`config.mk`:
```
export PLATFORM = sky130hd
export DESIGN_NAME = cache_bus_arbiter
export DESIGN_NICKNAME = d
export VERILOG_FILES = /design/src/rtl/cache_bus_arbiter_pkg.sv /design/src/rtl/cache_bus_arbiter_line_buffer.sv /design/src/rtl/cache_bus_arbiter.sv
export SDC_FILE = /design/constraint.sdc
export NUM_CORES = 1
export LEC_CHECK = 0
export BUFFER_PORTS_ARGS = -buffer_cell sky130_fd_sc_hd__buf_2
export CAP_MARGIN = 10
export CORE_AREA = 2 2 371 373
export DETAILED_ROUTE_END_ITERATION = 8
export DIE_AREA = 0 0 373 375
export PLACE_DENSITY = 0.52
export SYNTH_ARGS = -nofsm -noshare
export SYNTH_HDL_FRONTEND = slang
export SYNTH_SLANG_ARGS = --single-unit
```
`constraint.sdc`:
```
create_clock -name clk -period 3.92 [get_ports clk]
set_input_delay 0 -clock clk [delete_from_list [all_inputs] [get_ports clk]]
set_output_delay 0 -clock clk [all_outputs]
set_load 0.02 [all_outputs]
```
`src/rtl/cache_bus_arbiter_pkg.sv`:
```
// cache_bus_pkg: shared types for the cache bus arbiter (FSM states, owner ids, line type, word slicing)
package cache_bus_pkg;
  localparam int LINE_WORDS = 8;
  typedef enum logic [2:0] {IDLE, ADDR, WBEAT, WRESP, RBEAT, DONE} state_e;
  typedef enum logic {OWN_I, OWN_D} owner_e;
  typedef logic [255:0] line_t;
  function automatic logic [31:0] line_word(line_t l, logic [2:0] i);
    return l[32*i +: 32];
  endfunction
endpackage

```
`src/rtl/cache_bus_arbiter_line_buffer.sv`:
```
// line_buffer_8x32: 8x32 line register, whole-line load, indexed beat write, indexed beat read
// clk/resetn: clock, async active-low reset; load_i/line_i: load a whole line;
// wr_i/idx_i/wdata_i: write one word; rdata_o: word at idx_i; line_o: whole line
module line_buffer_8x32
  import cache_bus_pkg::*;
(
  input  logic        clk,
  input  logic        resetn,
  input  logic        load_i,
  input  line_t       line_i,
  input  logic        wr_i,
  input  logic [2:0]  idx_i,
  input  logic [31:0] wdata_i,
  output logic [31:0] rdata_o,
  output line_t       line_o
);
  line_t line_q;
  always_ff @(posedge clk or negedge resetn)
    if (!resetn) line_q <= '0;
    else if (load_i) line_q <= line_i;
    else if (wr_i) line_q[32*idx_i +: 32] <= wdata_i;
  assign line_o  = line_q;
  assign rdata_o = line_word(line_q, idx_i);
endmodule

```
`src/rtl/cache_bus_arbiter.sv`:
```
// cache_bus_arbiter: round-robin share of one burst memory port between icache (reads) and dcache (reads, writebacks)
// Cache side: *_addr/*_rd_req/d_wr_req/d_wr_data in, *_gnt one-cycle completion pulse, *_rd_data registered line.
// Bus side: bus_req/bus_we/bus_addr/bus_ack address phase, bus_w* write beats, bus_bvalid response,
// bus_r* read beats, bus_err sticky early-rlast flag.
module cache_bus_arbiter #(
  parameter int LINE_WORDS = 8,
  parameter int ADDR_W     = 32
) (
  input  logic              clk,
  input  logic              resetn,
  input  logic [ADDR_W-1:0] d_addr,
  input  logic              d_rd_req,
  input  logic              d_wr_req,
  input  logic [255:0]      d_wr_data,
  output logic              d_gnt,
  output logic [255:0]      d_rd_data,
  input  logic [ADDR_W-1:0] i_addr,
  input  logic              i_rd_req,
  output logic              i_gnt,
  output logic [255:0]      i_rd_data,
  output logic              bus_req,
  output logic              bus_we,
  output logic [ADDR_W-1:0] bus_addr,
  input  logic              bus_ack,
  output logic [31:0]       bus_wdata,
  output logic              bus_wvalid,
  output logic              bus_wlast,
  input  logic              bus_wready,
  input  logic              bus_bvalid,
  input  logic [31:0]       bus_rdata,
  input  logic              bus_rvalid,
  input  logic              bus_rlast,
  output logic              bus_err
);
  import cache_bus_pkg::*;
  localparam logic [2:0] LAST = 3'(LINE_WORDS - 1);
  localparam logic [ADDR_W-1:0] ALIGN = ~ADDR_W'(31);
  state_e state_q, state_d;
  owner_e own_q, own_d, last_q, last_d;
  logic we_q, we_d, err_q, err_d;
  logic [ADDR_W-1:0] addr_q, addr_d;
  logic [2:0] cnt_q, cnt_d;
  line_t d_line_q, i_line_q, buf_line, fill_d;
  logic [31:0] buf_word;
  logic d_req, pick_d, buf_load, buf_wr, fill_en;
  a_line_words: assert property (@(posedge clk) LINE_WORDS == 8);
  assign d_req   = d_rd_req | d_wr_req;
  assign pick_d  = d_req && (!i_rd_req || last_q == OWN_I);
  assign buf_wr  = state_q == RBEAT && bus_rvalid;
  assign fill_en = buf_wr && cnt_q == LAST;
  always_comb begin
    state_d  = state_q;
    own_d    = own_q;
    last_d   = last_q;
    we_d     = we_q;
    addr_d   = addr_q;
    cnt_d    = cnt_q;
    err_d    = err_q | (buf_wr && bus_rlast && cnt_q != LAST);
    buf_load = 1'b0;
    fill_d   = buf_line;
    fill_d[32*(LINE_WORDS-1) +: 32] = bus_rdata;
    case (state_q)
      IDLE: if (d_req || i_rd_req) begin
        own_d    = pick_d ? OWN_D : OWN_I;
        we_d     = pick_d && d_wr_req;
        addr_d   = (pick_d ? d_addr : i_addr) & ALIGN;
        buf_load = pick_d && d_wr_req;
        state_d  = ADDR;
      end
      ADDR: if (bus_ack) begin
        state_d = we_q ? WBEAT : RBEAT;
        cnt_d   = '0;
      end
      WBEAT: if (bus_wready) begin
        cnt_d   = cnt_q + 3'd1;
        state_d = cnt_q == LAST ? WRESP : WBEAT;
      end
      WRESP: state_d = bus_bvalid ? DONE : WRESP;
      RBEAT: if (bus_rvalid) begin
        cnt_d   = cnt_q + 3'd1;
        state_d = cnt_q == LAST ? DONE : RBEAT;
      end
      DONE: begin
        last_d  = own_q;
        state_d = IDLE;
      end
      default: state_d = IDLE;
    endcase
  end
  always_ff @(posedge clk or negedge resetn)
    if (!resetn) begin
      state_q  <= IDLE;
      own_q    <= OWN_I;
      last_q   <= OWN_I;
      we_q     <= 1'b0;
      addr_q   <= '0;
      cnt_q    <= '0;
      err_q    <= 1'b0;
      d_line_q <= '0;
      i_line_q <= '0;
    end else begin
      state_q <= state_d;
      own_q   <= own_d;
      last_q  <= last_d;
      we_q    <= we_d;
      addr_q  <= addr_d;
      cnt_q   <= cnt_d;
      err_q   <= err_d;
      // the final beat is still on bus_rdata, so the line is assembled around it
      if (fill_en && own_q == OWN_D) d_line_q <= fill_d;
      if (fill_en && own_q == OWN_I) i_line_q <= fill_d;
    end
  line_buffer_8x32 u_buf (
    .clk     (clk),
    .resetn  (resetn),
    .load_i  (buf_load),
    .line_i  (d_wr_data),
    .wr_i    (buf_wr),
    .idx_i   (cnt_q),
    .wdata_i (bus_rdata),
    .rdata_o (buf_word),
    .line_o  (buf_line)
  );
  assign bus_req    = state_q == ADDR;
  assign bus_we     = bus_req && we_q;
  assign bus_addr   = addr_q;
  assign bus_wvalid = state_q == WBEAT;
  assign bus_wdata  = buf_word;
  assign bus_wlast  = bus_wvalid && cnt_q == LAST;
  assign d_gnt      = state_q == DONE && own_q == OWN_D;
  assign i_gnt      = state_q == DONE && own_q == OWN_I;
  assign d_rd_data  = d_line_q;
  assign i_rd_data  = i_line_q;
  assign bus_err    = err_q;
endmodule

```
==> results by group <==
Logic synthesis
  – Largest area contributor in the netlist: sky130_fd_sc_hd__dfrtp_1
  – Leading cell type by number of instances after synthesis: sky130_fd_sc_hd__dfrtp_1
  – Leading cell types by total area after synthesis: sky130_fd_sc_hd__dfrtp_1, sky130_fd_sc_hd__mux2_2, sky130_fd_sc_hd__mux4_2
  – Ys flop type: sky130_fd_sc_hd__dfrtp_1
  – Number of flops mapped to enable cells by yosys: 0
  – Sequential area share after synthesis: 57.2%
  – Portion of synthesized cell area occupied by the leading cell type: 57.2%
  – Async set or reset register ratio after synthesis: 100%
  – Top post-synthesis cells by count: sky130_fd_sc_hd__dfrtp_1, sky130_fd_sc_hd__mux2_2, sky130_fd_sc_hd__nand2_1
  – Mapped cell area: 0.0352 mm²
  – Post-synthesis cell type count: 63
  – Total of flip-flops plus latches after synthesis: just over 800
  – Synthesis Warnings: 0
  – Cell count after synthesis: 2,845
  – Mean instance size in the synthesized netlist: 12.4 µm²

Route
  – Iteration count of the initial detailed-routing pass: 7
  – Count of nets left with antenna violations after detail routing: 0
  – Avg Vias per Cell: around 5
  – Post-route met1 wirelength: 73,400 µm
  – Post-route DRC violation count: 0
  – Number of design-rule violations left by the first detailed-router iteration: 2,379
  – Total number of vias: 30,805
  – Met2 WL post-DR: 72,800 µm
  – Met3 wire len: 13,500 µm
  – Per-cell routed wire length: roughly 27 µm
  – Uppermost layer routed: met5
  – Total routed wirelength: 166,000 µm

Floorplanning
  – Number of ports placed on the die boundary: between 900 and 1,000
  – Die Footprint: between 0.1 and 0.15 mm²
  – Chip Height: 375 µm
  – Initial Utilization: 25.8%
  – Std-Cell Core Area: 0.136 mm²
  – Chip Width: about 370 µm
  – Placement row count: 136

Global routing
  – Sum of overflow across all layers after global routing: 0
  – GRT Util Overall: 23.1%
  – Antenna violations before repair: 34
  – First-pass GRT wire length: 234,000 µm
  – Number of global-route vias before repair: 31,056
  – Maximum number of pins on one net before global-route repair: 169

Clocking
  – Clk Latency, worst-skew pair: 0.71 ns
  – Maximum root-to-sink buffer count: 3
  – CTS H-tree depth: 3
  – CTS tree: yes
  – Number of clock buffers inserted by TritonCTS: 94
  – Clock-pin slew on the worst setup and hold paths: 0.06 ns
  – Clock tree root buffer cell: sky130_fd_sc_hd__clkbuf_16
  – Sink count of the clock tree: 805

Worst hold path
  – Class of the worst hold path: in2reg
  – Worst-case hold path end point: u_buf.line_o[249]$_DFFE_PN0P_
  – Launch instance of the worst min-delay path: d_wr_req
  – Number of instances on the worst hold path: 5

Critical path
  – Worst reg2reg setup slack: 0.22 ns
  – Type of the worst setup path: reg2reg
  – Kind of start point of the critical path: flip-flop
  – Critical path's slowest cell: sky130_fd_sc_hd__dfrtp_4
  – Reg-to-reg endpoint: u_buf.line_o[165]$_DFFE_PN0P_
  – CP peak stage delay: 0.58 ns
  – Arrival time at the worst endpoint: 4.35 ns
  – CP Max Fanout: 26
  – Required time of the critical path: around 4.6 ns
  – Critical path capture point type: flip-flop
  – Register-to-Register Path Depth: 8
  – Critical Path, Cell by Cell: inv_1, ha_1, ha_2, nor3_1, nand4_1, buf_12, o211ai_1, dlygate4sd3_1
  – Launching point of the worst reg2reg path: cnt_q[0]$_DFFE_PN0P_

Layout
  – Multi-input gate area: around 0.014 mm²
  – Ratio of cells with drive above 1 in the final layout: about two fifths
  – Number of nets in the final layout: 4,639
  – Area delta synth->final: 44.6%
  – Register area: 0.0202 mm²
  – Filler cell count: 13,603

Power
  – Overall power consumption: 39.3 mW
  – Leakage power: 25.6 nW
  – Peak ir drop on the vdd network: 450 µV
  – Cell area power density: between 700 and 800 mW/mm²

STA
  – Endpoints failing setup: 0
  – Max Clock Freq: 270 MHz
  – Worst-case headroom to the max-slew limit: about 16%
  – Max-slew violation count: 0
  – Number of hold violations in the final report: 0
  – Final critical-path share of the clock period: 94.5%
  – Worst clock skew: 0.0296 ns
  – RSZ-0062 raised after global routing: no
  – Worst Tran Pin Value: 1.27 ns
  – Summed negative setup slack over all endpoints: 0 ns
  – Min Tclk post-route: approximately 3.7 ns

Placement
  – Dpl hpwl: 120,000 µm
  – Count of buffers inserted at the top-level ports: about 930
  – Weighted congestion at the end of routability-driven global placement: roughly 0.90

Status
  – Outcome: finished, final reports clean

Flow run
  – Number of max-cap violations: 0
## what timing repair did
| item | CTS | global route |
|---|---|---|
| buffers inserted | 0 | 1 |
| gates resized for setup | 0 | 1 |
| hold endpoints to repair | 690 | 0 |
| setup endpoints to repair | 0 | 44 |
| hold buffers | 573 | 0 |
## worst max-delay path, delay by kind of cell, from the launching register on
| kind | cells | cell delay (ns) |
|---|---|---|
| flip-flops | 1 | 0.58 |
| adder cells (fa/ha/maj) | 2 | 0.60 |
| AO/OA/AOI/OAI | 1 | 0.23 |
| AND/OR/NAND/NOR | 2 | 1.03 |
| buffers and inverters | 3 | 1.11 |
## cells in the final DEF (no fill, tap or decap), drive strengths merged, types with 3 or more instances in the layout
| master | netlist | layout |
|---|---|---|
| a21o | 32 | 32 |
| a21oi | 63 | 63 |
| a22o | 31 | 31 |
| a31oi | 95 | 95 |
| a32oi | 31 | 31 |
| and3 | 5 | 5 |
| buf | 156 | 1026 |
| bufinv | 0 | 4 |
| clkbuf | 117 | 135 |
| clkinv | 0 | 18 |
| clkinvlp | 0 | 8 |
| conb | 1 | 5 |
| dfrtp | 805 | 805 |
| diode | 0 | 18 |
| dlygate4sd3 | 0 | 572 |
| ha | 7 | 7 |
| inv | 7 | 14 |
| mux2 | 513 | 513 |
| mux2i | 58 | 58 |
| mux4 | 64 | 64 |
| nand2 | 300 | 300 |
| nand2b | 7 | 7 |
| nand3 | 195 | 195 |
| nand4 | 6 | 6 |
| nor2 | 101 | 101 |
| nor2b | 4 | 4 |
| nor3 | 100 | 100 |
| nor3b | 3 | 3 |
| nor4b | 4 | 4 |
| o211ai | 64 | 64 |
| o21ai | 38 | 38 |
| or2 | 4 | 4 |
| or3 | 3 | 3 |
## final cells by class
class	instances	share of cell area [%]
tap	1794	4.41
antenna	18	0.0884
timing repair buffer	1598	22.4
inverter	7	0.0516
multi-input combinational	1764	27.4
sequential	805	39.6
clock buffer	135	5.45
clock inverter	37	0.678
## flip-flops by register name (all words and copies together) (netlist names)
register      flops
bus_addr         27
bus_err           1
cnt_q             3
d_rd_data       256
i_rd_data       256
last_q            1
own_q             1
state_q           3
u_buf.line_o    256
we_q              1
## worst max path at each step
stage | start | to | slack [ns]
floorplan | cnt_q[1]$_DFFE_PN0P_ | u_buf.line_o[10]$_DFFE_PN0P_ | 0.94
CTS | cnt_q[0]$_DFFE_PN0P_ | u_buf.line_o[231]$_DFFE_PN0P_ | 0.01
finish | cnt_q[0]$_DFFE_PN0P_ | u_buf.line_o[165]$_DFFE_PN0P_ | 0.22
global placement | cnt_q[0]$_DFFE_PN0P_ | u_buf.line_o[241]$_DFFE_PN0P_ | 0.57
detailed placement | cnt_q[0]$_DFFE_PN0P_ | u_buf.line_o[232]$_DFFE_PN0P_ | 0.53
global route | cnt_q[0]$_DFFE_PN0P_ | u_buf.line_o[231]$_DFFE_PN0P_ | 0.12
## power by group
part,switching (mW),internal [mW],total (mW)
clock network,3.81,5.19,9.01
logic,9.32,7.04,16.4
registers,2.89,11.0,13.9
total,16.0,23.3,39.3
## routing by layer
metal  track usage, %  vias to the layer above
met5                0                        -
met2             34.5                     1400
met4             8.10                       16
li1                 -                    13144
met1             32.2                    15928
met3             5.95                      317
## metrics by stage
stage / util [%] / setup WS [ns] / instance area, µm² / cells / hold WS (ns)
floorplan: - / 0.945 / 35200 / 2849 / -0.296
global placement: 30.8 / 0.573 / 42000 / 5394 / 0.110
detailed placement: 30.8 / 0.528 / 42000 / 5394 / 0.113
CTS: 37.3 / 0.0140 / 50900 / 6139 / 0.0269
global route: 37.3 / 0.117 / 50900 / 6144 / 0.0587
finish: 37.4 / 0.215 / 50900 / 6158 / 0.0672
## cells by family after synthesis
| kind of cell | after synthesis | share of synthesized area, % |
|---|---|---|
| other cells | 1 | 0.0106 |
| fa+ha+maj | 8 | 0.277 |
| simple gates | 745 | 9.64 |
| mux | 635 | 22.1 |
| flops | 805 | 57.2 |
| compound gates | 371 | 7.13 |
| buf+inv | 280 | 3.61 |
(Power assumes the default switching activity.)
